File: src/rtl/des_key_schedule_if.sv
// Key-in / subkey-out stream bundle for the DES round-key generator.
// master drives keys and accepts subkeys; slave is the key schedule itself.
interface des_key_schedule_if;
  logic        key_valid;
  logic        key_ready;
  logic [55:0] key_in;
  logic        decrypt;
  logic        subkey_valid;
  logic        subkey_ready;
  logic [47:0] subkey;
  logic [3:0]  round;
  logic        subkey_last;

  modport master (
    output key_valid, key_in, decrypt, subkey_ready,
    input  key_ready, subkey_valid, subkey, round, subkey_last
  );

  modport slave (
    input  key_valid, key_in, decrypt, subkey_ready,
    output key_ready, subkey_valid, subkey, round, subkey_last
  );
endinterface

File: src/rtl/des_key_schedule.sv
// DES round-key generator: takes PC-1 output C0||D0, streams K1..K16 (or K16..K1).
// Optional DES_KS_ZEROIZE_EN: clear key state after the last subkey and blank subkey when idle.
module des_key_schedule (
  input  logic                 clk,
  input  logic                 rst,
  des_key_schedule_if.slave    ks
);

  typedef enum logic {IDLE = 1'b0, RUN = 1'b1} state_e;

  localparam int unsigned PC2_TAB [48] = '{
    14, 17, 11, 24,  1,  5,  3, 28, 15,  6, 21, 10,
    23, 19, 12,  4, 26,  8, 16,  7, 27, 20, 13,  2,
    41, 52, 31, 37, 47, 55, 30, 40, 51, 45, 33, 48,
    44, 49, 39, 56, 34, 53, 46, 42, 50, 36, 29, 32
  };

  state_e      state_q, state_d;
  logic        mode_q,  mode_d;
  logic [55:0] cd_q,    cd_d;
  logic [3:0]  round_q, round_d;

  // Per-round left-shift amounts; rounds 1, 2, 9 and 16 shift by one.
  function automatic logic [1:0] shamt(input logic [3:0] r);
    return (r == 4'd0 || r == 4'd1 || r == 4'd8 || r == 4'd15) ? 2'd1 : 2'd2;
  endfunction

  function automatic logic [27:0] rot28(input logic [27:0] x, input logic [1:0] n,
                                        input logic left);
    logic [27:0] y;
    if (left) y = (n == 2'd1) ? {x[26:0], x[27]}    : {x[25:0], x[27:26]};
    else      y = (n == 2'd1) ? {x[0],    x[27:1]}  : {x[1:0],  x[27:2]};
    return y;
  endfunction

  function automatic logic [55:0] rot56(input logic [55:0] cd, input logic [1:0] n,
                                        input logic left);
    return {rot28(cd[55:28], n, left), rot28(cd[27:0], n, left)};
  endfunction

  function automatic logic [47:0] pc2(input logic [55:0] cd);
    logic [47:0] k;
    k = '0;
    for (int i = 0; i < 48; i++) k[47-i] = cd[56-PC2_TAB[i]];
    return k;
  endfunction

  always_ff @(posedge clk) begin
    if (rst) begin
      state_q <= IDLE;
      mode_q  <= 1'b0;
      cd_q    <= '0;
      round_q <= '0;
    end else begin
      state_q <= state_d;
      mode_q  <= mode_d;
      cd_q    <= cd_d;
      round_q <= round_d;
    end
  end

  always_comb begin
    state_d = state_q;
    mode_d  = mode_q;
    cd_d    = cd_q;
    round_d = round_q;
    case (state_q)
      IDLE: begin
        if (ks.key_valid) begin
          mode_d  = ks.decrypt;
          // Decrypt starts at C16D16, which equals C0D0 after the full 28-bit rotation.
          cd_d    = ks.decrypt ? ks.key_in : rot56(ks.key_in, shamt(4'd0), 1'b1);
          round_d = '0;
          state_d = RUN;
        end
      end
      RUN: begin
        if (ks.subkey_ready) begin
          if (round_q == 4'd15) begin
            state_d = IDLE;
            round_d = '0;
`ifdef DES_KS_ZEROIZE_EN
            cd_d    = '0;
`else
            // Decrypt ends on C1D1; one more right shift leaves C0D0 in both modes.
            cd_d    = mode_q ? rot56(cd_q, shamt(4'd0), 1'b0) : cd_q;
`endif
          end else begin
            round_d = round_q + 4'd1;
            cd_d    = mode_q ? rot56(cd_q, shamt(4'd15 - round_q), 1'b0)
                             : rot56(cd_q, shamt(round_q + 4'd1), 1'b1);
          end
        end
      end
      default: state_d = IDLE;
    endcase
  end

  always_comb begin
    ks.key_ready    = (state_q == IDLE);
    ks.subkey_valid = (state_q == RUN);
    ks.round        = round_q;
    ks.subkey_last  = (state_q == RUN) && (round_q == 4'd15);
`ifdef DES_KS_ZEROIZE_EN
    ks.subkey       = (state_q == RUN) ? pc2(cd_q) : 48'h0;
`else
    ks.subkey       = pc2(cd_q);
`endif
  end

endmodule

File: src/flat_wrapper.sv
// flat-port wrapper written by rule: the top's interface ports become plain ports
module des_key_schedule_flat 
  (clk, rst, ks_key_valid, ks_key_in, ks_decrypt, ks_subkey_ready, ks_key_ready, ks_subkey_valid, ks_subkey, ks_round, ks_subkey_last);
  des_key_schedule_if ks_i ();
  input  logic clk;
  input  logic rst;
  input wire logic [$bits(ks_i.key_valid)-1:0] ks_key_valid;
  input wire logic [$bits(ks_i.key_in)-1:0] ks_key_in;
  input wire logic [$bits(ks_i.decrypt)-1:0] ks_decrypt;
  input wire logic [$bits(ks_i.subkey_ready)-1:0] ks_subkey_ready;
  output wire logic [$bits(ks_i.key_ready)-1:0] ks_key_ready;
  output wire logic [$bits(ks_i.subkey_valid)-1:0] ks_subkey_valid;
  output wire logic [$bits(ks_i.subkey)-1:0] ks_subkey;
  output wire logic [$bits(ks_i.round)-1:0] ks_round;
  output wire logic [$bits(ks_i.subkey_last)-1:0] ks_subkey_last;
  assign ks_i.key_valid = ks_key_valid;
  assign ks_i.key_in = ks_key_in;
  assign ks_i.decrypt = ks_decrypt;
  assign ks_i.subkey_ready = ks_subkey_ready;
  assign ks_key_ready = ks_i.key_ready;
  assign ks_subkey_valid = ks_i.subkey_valid;
  assign ks_subkey = ks_i.subkey;
  assign ks_round = ks_i.round;
  assign ks_subkey_last = ks_i.subkey_last;
  des_key_schedule u_core (.clk(clk), .rst(rst), .ks(ks_i));
endmodule
File: config.mk
export PLATFORM = sky130hd
export DESIGN_NAME = des_key_schedule_flat
export DESIGN_NICKNAME = d
export VERILOG_FILES = /design/src/rtl/des_key_schedule_if.sv /design/src/rtl/des_key_schedule.sv /design/src/flat_wrapper.sv
export SDC_FILE = /design/constraint.sdc
export NUM_CORES = 1
export LEC_CHECK = 0
export CORE_MARGIN = 2
export CORE_UTILIZATION = 50
export DETAILED_ROUTE_END_ITERATION = 10
export GPL_ROUTABILITY_DRIVEN = 0
export PLACE_DENSITY = 0.77
export SLEW_MARGIN = 20
export SYNTH_ARGS = -nofsm -noshare
export SYNTH_HDL_FRONTEND = slang
export SYNTH_SLANG_ARGS = --single-unit
File: constraint.sdc
create_clock -name clk -period 4.1 [get_ports clk]
set_input_delay 1.23 -clock clk [delete_from_list [all_inputs] [get_ports clk]]
set_output_delay 1.23 -clock clk [all_outputs]
set_load 0.02 [all_outputs]
# == Word level (Yosys, flattened, before mapping) ==
# Cells that the tools add are included.
# classes
addsub,2
n_eq_ne,12
muxes,21
bitwise,1
n_reduce_logical,12
# ops
op,n
56-bit 2-to-1 mux,6
28-bit 2-to-1 mux,4
56-bit one-hot mux with 2 select lines,1
"4-bit == test, second input constant",5
4-bit 2-to-1 mux,3
"4-bit by 1-bit == test with 1-bit output, second input constant",2
4-bit logical NOT,2
4-bit one-hot mux with 2 select lines,1
1-bit logical OR,6
"4-bit by 1-bit adder with 4-bit output, second input constant",1
"2-bit by 1-bit == test with 1-bit output, second input constant",2
2-bit 2-to-1 mux,2
"2-bit inequality test, second input constant",2
2-bit AND reduction,2
"4-bit subtractor, first input constant",1
1-bit 2-to-1 mux,3
"3-bit inequality test, second input constant",1
3-bit AND reduction,1
1-bit one-hot mux with 2 select lines,1
1-bit logical AND,1
1-bit inverter,1
# word_totals
reg_bits,62
input_bits,61
output_inout_bits,55

# == Logic depth before layout (Yosys ltp) ==
# logic_depth
depth_word,12
depth_mapped,9

# == Worst setup path before layout ==
# No wires, ideal clock.
# synth_timing
path_type,flip-flop to output port
from,register u_core.round_q[1] (netlist: u_core.ks.round[1])
to,output port ks_subkey_last
arrival_time_ns,1.453
t_required_ns,2.870
path_slack_ns,1.416
path_stages_with_launch,7
n_path_buf,3
path_cell_list,dfxtp_1 > ha_1 > buf_6 > nand4_1 > buf_4 > buf_6 > inv_1
# synth_via
elab_chain_len,2
# synth_rtl
item,line_no,rtl
"start, declared",des_key_schedule.sv:21,"logic [3:0] round_q, round_d;"
"start signal, assigned",des_key_schedule.sv:58,round_q <= round_d;
4-bit == test,des_key_schedule.sv:103,ks.subkey_last = (state_q == RUN) && (round_q == 4'd15);
1-bit logical AND,des_key_schedule.sv:103,
"end, declared",flat_wrapper.sv:15,output wire logic [$bits(ks_i.subkey_last)-1:0] ks_subkey_last;
# Every way passes these cells.

# == Final worst setup path ==
# Same ends and word-level chain as after synthesis.

==> parameters.txt <==
Parameter                              Value

Synth
  Mux share of post-synthesis cell area ... 0.0974
  Top flip-flop cell by instance count after synthesis ... dfxtp_1
  Share of the synthesized area in the top cell type ... 0.208
  Count of synthesis-stage warnings from yosys ... 0
  Most frequent cell after synthesis ... nand2_1
  Fraction of synthesized cell area in xor and xnor cells ... 0
  Simple-gate share of the synthesized area ... 0.188
  Main combinational cell family by area after synthesis ... compound AO/OA/AOI/OAI gates
  Share of the synthesized area in compound gates (AO/OA/AOI/OAI) ... 0.350
  Adder and majority cell fraction of the synthesized area ... 0.0105
  Net count after synthesis ... 872
  EDFF count, synth ... 0
  Average footprint of a synthesized cell ... about 7.4 um2
  Part of the Yosys area used for sequential elements ... 0.208
  Largest area contributor in the synthesized netlist ... dfxtp_1
  Post-synthesis instance area ... just under 6000 um2
  Post-synth ARST share ... 0
  Synthesized flop and latch total ... 62
  Synth Instances ... 806
  Unique masters post-synth ... 38
  Top cells by area in the synthesized netlist ... dfxtp_1 (21%), mux2i_1 (9.7%), a221oi_1 (8.2%)
  Synth top cells by count ... nand2_1 (116), buf_4 (65), nor2_1 (63)

Placed design
  Half-perimeter wire length of the detailed placement result ... around 11,000 um
  Port-buffer cells ... ~120

Floorplan
  Initial core utilization ... 0.518
  Core region area ... around 12,000 um2
  Number of core rows ... 39
  Top-level port count ... 116
  Die Y-Extent ... ~110 um
  Die area ... ~13,000 um2
  Horizontal extent of the die ... 113 um

GRT
  Grt ovf ... 0
  Global Route Usage Sum ... 0.274
  First-pass GRT wire length ... approximately 30,000 um
  Antenna violations before repair ... 0
  Via count of the first global-routing pass ... a little over 6,000
  Largest net degree at the start of global routing ... around 110

Routing
  Vias per cell ... between 6 and 7
  DRT Wirelength ... 18,300 um
  Total iterations of the first detailed-routing run ... 9
  Count of routing violations after the opening detailed-route iteration ... 788
  Remaining antenna violation count after routing ... 0
  DRC violation count after routing ... 6
  Vias ... around 6,400
  Routed len/inst ... between 15 and 20 um

Worst setup path
  Element type at the critical path end ... primary output
  Critical path startpoint category ... register
  Worst path required time ... about 2.9 ns
  Critical-path maximum fanout ... 9
  Reg2Reg Launch Point ... u_core.ks.round[1]
  Critical path launch point ... u_core.ks.round[1]
  Critical path data arrival time ... 2.13 ns
  Critical path start-end classification ... register to primary output

CTS
  Insertion delay to the later sink of the worst-skew pair ... about 0.33 ns
  Total CTS buffers ... 9
  CTS max path bufs ... 2
  Number of buffers added to fix hold violations after cts ... 0
  Sink Count ... just over 60
  Clock H-tree levels ... 3
  Clock transition at the registers of the reported paths ... 0.06 ns
  Post-cts gate resize count ... 0
  TritonCTS clock tree ... yes
  Cell at the root of the clock tree ... clkbuf_16
  Setup bufs post-CTS ... 0

Job
  Count of maximum capacitance violations ... 0

Layout
  Fraction of layout instances using a drive strength above 1 ... 0.0539
  NumNets Final ... a little under 900
  Area growth from synthesis to layout ... 15.6%
  Diodes inserted ... 0

Outcome
  Status ... finished, violations left
  Failing checks ... DRC

STA
  Maximum clock frequency ... roughly 300 MHz
  Largest clock skew in the final design ... between 0.009 and 0.01 ns
  Post-Route Setup TNS ... 0 ns
  Final hold vios ... 0
  Tightest Pin Transition ... 0.970 ns
  Final number of setup-violating endpoints ... 0
  Min Hold Slack ... roughly 0.58 ns
  Share of the clock period used by the worst path after layout ... 0.819
  Number of pins with negative max-slew slack in the final report ... 0
  Post-layout minimum cycle time ... about 3.4 ns
  Slew Limit Headroom ... 0.354
  RSZ-0062 raised after global routing ... false

Min path
  Worst Min Path Start ... u_core.cd_q[47]
  Worst Hold Class ... register to register

Pwr
  Pwr/cell area ... between 300 and 400 nW/um2
  Worst ir drop on vdd ... about 0.00017 V
  Cell leakage power ... between 2 and 3 nW
## layout by cell type (no fill, tap or decap), drive strengths merged
| cell type | count |
|---|---|
| a22o | 1 |
| o211ai | 1 |
| nand2 | 116 |
| nor2 | 63 |
| clkdlybuf4s50 | 113 |
| a21o | 1 |
| nor2b | 59 |
| nor3 | 2 |
| nand4 | 1 |
| nor3b | 1 |
| o21ai | 58 |
| a32oi | 1 |
| buf | 15 |
| a31oi | 2 |
| nor4b | 1 |
| nand3b | 1 |
| clkbuf | 10 |
| dfxtp | 62 |
| clkinvlp | 1 |
| nand4b | 1 |
| a221oi | 56 |
| and2 | 1 |
| a22oi | 1 |
| bufinv | 1 |
| inv | 4 |
| ha | 5 |
| clkinv | 4 |
| mux2i | 58 |
| and3 | 2 |
| a311oi | 56 |
| a21oi | 61 |
| a211oi | 57 |
| o211a | 1 |
## cell type report
cell class                      count  area [um2]
Clock inverter                      6        61.3
Multi-Input combinational cell    607        3890
Sequential cell                    62        1240
Tap cell                          143         179
Timing Repair Buffer              128        1270
Fill cell                        1072        4620
Inverter                            4        15.0
Clock buffer                       10         239
## per-layer routing
layer,global-route usage,vias to the layer above,share of wire
met5,0,-,0
met3,0.0396,42,0.093
met2,0.437,395,0.47
met4,0.103,0,0.021
li1,-,2977,-
met1,0.375,2992,0.42
## power breakdown
part / internal [mW] / total [mW] / leakage (nW) / switching (mW)
Combinational: 0.288 / 0.650 / 1.86 / 0.362
Clock: 0.485 / 0.774 / 0.148 / 0.290
Sequential: 0.651 / 0.737 / 0.509 / 0.0855
## path summary, 6_finish.rpt
path	depth (start not counted)	slack (ns)	to
worst min-delay path	2	0.58	u_core.cd_q[47]
worst max register to register	6	1.33	u_core.cd_q[20]
worst min register to register	2	0.58	u_core.cd_q[47]
worst max-delay path	4	0.74	ks_subkey_last
## registers in the layout, summed over array words and instances (netlist names)
name	cells
u_core.cd_q	56
u_core.ks.round	4
u_core.ks.subkey_valid	1
u_core.mode_q	1
## metrics by stage
| step | std cells | area [um2] | util | power, mW | setup slack [ns] |
|---|---|---|---|---|---|
| detailed placement | 944 | 6590 | 0.572 | 1.39 | 0.603 |
| floorplan | 806 | 5960 | - | 1.20 | 1.42 |
| global placement | 944 | 6590 | 0.572 | 1.37 | 0.704 |
| global route | 960 | 6890 | 0.598 | 2.25 | 0.647 |
| CTS | 960 | 6890 | 0.598 | 2.15 | 0.728 |
| finish | 960 | 6890 | 0.598 | 2.16 | 0.742 |
## kinds of logic (layout without fill, tap and decap cells)
family          after synthesis  count (layout)
simple gates                248             248
fa+ha+maj                     5               5
buf+inv                     137             148
compound gates              296             296
flops                        62              62
mux                          58              58
## worst max-delay path, stage by stage (launching register included)
cell             delay [ns]
dfxtp_1                0.47
ha_1                   0.44
nand4_1                0.16
inv_1                  0.11
clkdlybuf4s50_1        0.61
Note: power is estimated with default switching activity, not from simulation.
